===== config.mk =====
export PLATFORM = sky130hd
export DESIGN_NAME = mult_acc
export DESIGN_NICKNAME = d
export VERILOG_FILES = /design/src/rtl/mult_acc.sv
export SDC_FILE = /design/constraint.sdc
export NUM_CORES = 1
export LEC_CHECK = 0
export ABC_AREA = 1
export BUFFER_PORTS_ARGS = -buffer_cell sky130_fd_sc_hd__buf_2
export CAP_MARGIN = 20
export CORE_MARGIN = 2
export CORE_UTILIZATION = 50
export DETAILED_ROUTE_END_ITERATION = 12
export PLACE_DENSITY = 0.72
export SLEW_MARGIN = 20
export SYNTH_ARGS = -nofsm -noshare
export SYNTH_HDL_FRONTEND = slang
export SYNTH_SLANG_ARGS = --single-unit

===== constraint.sdc =====
create_clock -name clk -period 3 [get_ports clk]
set_input_delay 0.15 -clock clk [delete_from_list [all_inputs] [get_ports clk]]
set_output_delay 0.15 -clock clk [all_outputs]
set_load 0.1 [all_outputs]

===== src/rtl/mult_acc.sv =====
// Sums LEN consecutive valid products into a frame total with a one-cycle acc_vld strobe; total registered the cycle after the last product, never back-pressures.
// Optional MULT_ACC_SAT_EN: clamp the running sum to all-ones on carry-out instead of wrapping.
module mult_acc #(
  parameter int W     = 12,
  parameter int LEN   = 8,
  parameter int ACC_W = 15
) (
  input  logic                     clk,
  input  logic                     rst,
  input  logic                     res_rdy,
  input  logic [W-1:0]             res,
  input  logic                     clr,
  output logic                     acc_vld,
  output logic [ACC_W-1:0]         acc_out,
  output logic                     ovf,
  output logic [$clog2(LEN)-1:0]   fill,
  output logic                     busy
);

  localparam int FILL_W = $clog2(LEN);
  localparam logic [FILL_W-1:0] FILL_ONE  = FILL_W'(1);
  localparam logic [FILL_W-1:0] FILL_LAST = FILL_W'(LEN - 1);

  logic [FILL_W-1:0] fill_q, fill_d;
  logic [ACC_W-1:0]  sum_q, sum_d;
  logic              ovf_r_q, ovf_r_d;
  logic [ACC_W-1:0]  acc_out_q, acc_out_d;
  logic              ovf_q, ovf_d;
  logic              acc_vld_q, acc_vld_d;
  logic              busy_q, busy_d;

  logic [ACC_W:0]    res_ext;
  logic [ACC_W:0]    sum_ext;
  logic              carry;
  logic [ACC_W-1:0]  sum_nxt;

  always_comb begin
    res_ext          = '0;
    res_ext[W-1:0]   = res;
    sum_ext          = {1'b0, sum_q} + res_ext;
    carry            = sum_ext[ACC_W];
`ifdef MULT_ACC_SAT_EN
    // Once clamped, every further non-zero product carries again, so the sum stays pinned.
    sum_nxt          = carry ? '1 : sum_ext[ACC_W-1:0];
`else
    sum_nxt          = sum_ext[ACC_W-1:0];
`endif

    fill_d    = fill_q;
    sum_d     = sum_q;
    ovf_r_d   = ovf_r_q;
    acc_out_d = acc_out_q;
    ovf_d     = ovf_q;
    acc_vld_d = 1'b0;

    if (clr) begin
      fill_d  = '0;
      sum_d   = '0;
      ovf_r_d = 1'b0;
    end else if (res_rdy) begin
      if (fill_q == '0) begin
        sum_d   = res_ext[ACC_W-1:0];
        ovf_r_d = 1'b0;
        fill_d  = FILL_ONE;
      end else if (fill_q == FILL_LAST) begin
        acc_out_d = sum_nxt;
        ovf_d     = ovf_r_q | carry;
        acc_vld_d = 1'b1;
        fill_d    = '0;
        sum_d     = '0;
        ovf_r_d   = 1'b0;
      end else begin
        sum_d   = sum_nxt;
        fill_d  = fill_q + FILL_ONE;
        ovf_r_d = ovf_r_q | carry;
      end
    end

    busy_d = (fill_d != '0);
  end

  always_ff @(posedge clk) begin
    if (rst) begin
      fill_q    <= '0;
      sum_q     <= '0;
      ovf_r_q   <= 1'b0;
      acc_out_q <= '0;
      ovf_q     <= 1'b0;
      acc_vld_q <= 1'b0;
      busy_q    <= 1'b0;
    end else begin
      fill_q    <= fill_d;
      sum_q     <= sum_d;
      ovf_r_q   <= ovf_r_d;
      acc_out_q <= acc_out_d;
      ovf_q     <= ovf_d;
      acc_vld_q <= acc_vld_d;
      busy_q    <= busy_d;
    end
  end

  assign acc_vld = acc_vld_q;
  assign acc_out = acc_out_q;
  assign ovf     = ovf_q;
  assign fill    = fill_q;
  assign busy    = busy_q;

endmodule


==> flow_metrics.tcl <==
set metrics [dict create \
    worst_slew_pin_slew_ns 0.858 \
    fmax_mhz 501 \
    worstPathRequired_ns 3.24 \
    cp-end-kind "register" \
    fin_tns_setup_ns 0 \
    cap_viol_max_count 0 \
    critPathTopFamily "buffers and inverters" \
    ant_nets 0 \
    antennaDiodeCount 0 \
    worst_setup_path_start_kind "register" \
    synthCells 378 \
    post_synth_top_area_share 0.307 \
    routed_wire_length_per_instance_um 11.4 \
    synth_fp_nets 410 \
    detailed_place_hpwl_um 4140 \
    final.period_utilization 0.665 \
    unrepaired_setup_endpoints_after_global_routing "false" \
    hold_class "in -> reg" \
    drt_iter0_markers 106 \
    portBuffers 36 \
    crit_buf_inv 5 \
    floorplan.rows 25 \
    ir_worst_vdd_uv 161 \
    setup_slack_ns 1.00 \
    cts_tree "yes" \
    core_area_mm2 0.00469 \
    post_cts_sizing_count 0 \
    worst_path_cell_chain "inv_1 > ha_1 > nand2_1 > inv_2 > nor2_4 > inv_2 > nor3_4 > buf_4 > o21ai_0 > a21o_1 > inv_1" \
    grt_util_met2 0.346 \
    final-hold-violation-count 0 \
    first_pass_grt_wire_length_um 9300 \
    final_layout_size_suffix_gt1_frac 0.125 \
    ys_top_cells_by_area "dfxtp_1 (31%), nand2_1 (19%), inv_1 (9.8%)" \
    grt.met3_usage 0.0439 \
    routed_wl_um 5340 \
    slew_headroom 0.426 \
    synth_enable_flop_cells 0 \
    globalRouteOverflowTotal 0 \
    fin_skew_ns 0.0104 \
    fp.dieArea_mm2 0.00539 \
    largest_stage_delay_worst_path_ns 0.39 \
    grt_pass1_vias 2075 \
    drc 0 \
    grt_use_total 0.222 \
    routed-via-count 2285 \
    syn_avg_cell_area_um2 6.38 \
    areaGrowthSynthToFinish_pct 11.9 \
    clk_transition_reported_paths_ns 0.08 \
    floorplan.die.height_um 73.4 \
    root_buffer "clkbuf_8" \
    number_of_nets_at_the_end_of_the_flow 446 \
    yosysTopAreaCell "dfxtp_1" \
    clk-insertion-delay-late_ns 0.30 \
    cts_max_path_buffers 2 \
    synth.most_common_cell "nand2_1" \
    cp_max_fo 15 \
    global_route.peak_usage_layer "met2" \
    die_w_um 73.4 \
    synth.yosys.warnings 0 \
    synthDistinctLibCells 28 \
    number_of_setup_violations_in_the_final_report 0 \
    crit_slowest_cell "dfxtp_1" \
    numClockSinks 37 \
    cts.hold.buffers_added 0 \
    p_leak_nw 1.54 \
    post_synth_arst_share 0 \
    antenna_found_initial 0 \
    ys_dominant_reg_cell "dfxtp_1" \
    synth-seq-cells 37 \
    cts_made_buffers 5 \
    floorplan.initialDensity 0.514 \
    drt_pass1_iterations 4 \
    power.density_mw_per_mm2 384 \
    grt_start_max_net_pins 29 \
    synth.cells.most_frequent "nand2_1 (125), inv_1 (63), dfxtp_1 (37), nor2_1 (26), nand3_1 (19)" \
    place.gp.congestion 0.886 \
    run_status "finished, final reports clean" \
    top_level_ports 37 \
    post-layout-total-power_mw 1.04 \
    cts_setup_buffers 0 \
    synth.yosys.seq_area_share 0.307 \
    clock_tree.htree_level_count 2 \
    ff2ff_setup_slack_ns 1.00 \
    final.min_clock_period_ns 2.00 \
    maxSlewViolCount 0 \
    critPathKind "reg -> reg" \
    post_synthesis_instance_area_mm2 0.00241 \
    global_route.usage.met1 0.307 \
    viasPerCell 4.87 \
    dp_worst_setup_slack_ns 1.01 \
    worst-endpoint-arrival_ns 2.24 \
]
[layer usage]
metal	part of all wire	wire length, µm
met5	0	0
met4	0.017	93
met3	0.054	291
met2	0.43	2270
met1	0.50	2680
[path summary, 6_finish.rpt]
| check | startpoint | cells after the start | endpoint |
|---|---|---|---|
| max | fill[0]$_SDFF_PP0_ | 11 | acc_out[10]$_SDFFE_PP0P_ |
| min | rst | 2 | fill[2]$_SDFF_PP0_ |
| max reg2reg | fill[0]$_SDFF_PP0_ | 11 | acc_out[10]$_SDFFE_PP0P_ |
| min reg2reg | ovf_r_q$_SDFFE_PP0P_ | 2 | ovf_r_q$_SDFFE_PP0P_ |
[final cells by class]
cell class,count,area (µm²)
Clock buffer,6,72.6
Clock inverter,2,10.0
Fill cell,464,1990
Inverter,67,254
Multi-Input combinational cell,265,1360
Sequential cell,37,741
Tap cell,54,67.6
Timing Repair Buffer,38,195
[state kept, by name, summed over array words and instances, names as in the netlist]
name	count
acc_out	15
acc_vld	1
busy	1
fill	3
ovf	1
ovf_r_q	1
sum_q	15
[through the flow]
step            util  cell area, µm²  hold slack [ns]  cells
4_1_cts        0.575            2700           0.0938    469
3_3_place_gp   0.558            2620            0.403    461
2_1_floorplan      -            2410            0.219    378
3_5_place_dp   0.558            2620            0.406    461
5_1_grt        0.575            2700            0.122    469
6_report       0.575            2700            0.105    469
[kinds of logic (layout without fill, tap and decap cells)]
| kind of cell | after synthesis | after routing | synth area share |
|---|---|---|---|
| AOI/OAI and AO/OA | 63 | 63 | 0.149 |
| xor gates and xnor gates | 6 | 6 | 0.0218 |
| adders and majority gates | 16 | 16 | 0.0861 |
| buffers and inverters | 76 | 113 | 0.129 |
| DFF | 37 | 37 | 0.307 |
| and+or+nand+nor | 180 | 180 | 0.306 |
[cell usage in the layout, fill, tap and decap left out, drive strengths merged]
cell type	instances
nor2	27
nand3	19
a21o	1
a21oi	17
clkbuf	6
nand4	3
a31oi	7
o21ai	26
o21a	11
ha	15
clkinv	2
nor3	3
o211ai	1
and2	2
fa	1
nand3b	1
inv	67
xor2	6
dfxtp	37
buf	38
nand2	125
[power breakdown]
group          internal (mW)  leakage, nW  total, mW  switching [mW]
Clock                  0.161       0.0450      0.347           0.186
Sequential             0.500        0.300      0.504         0.00474
Combinational         0.0590         1.20      0.184           0.125
Power figures use the tool's default switching activity.
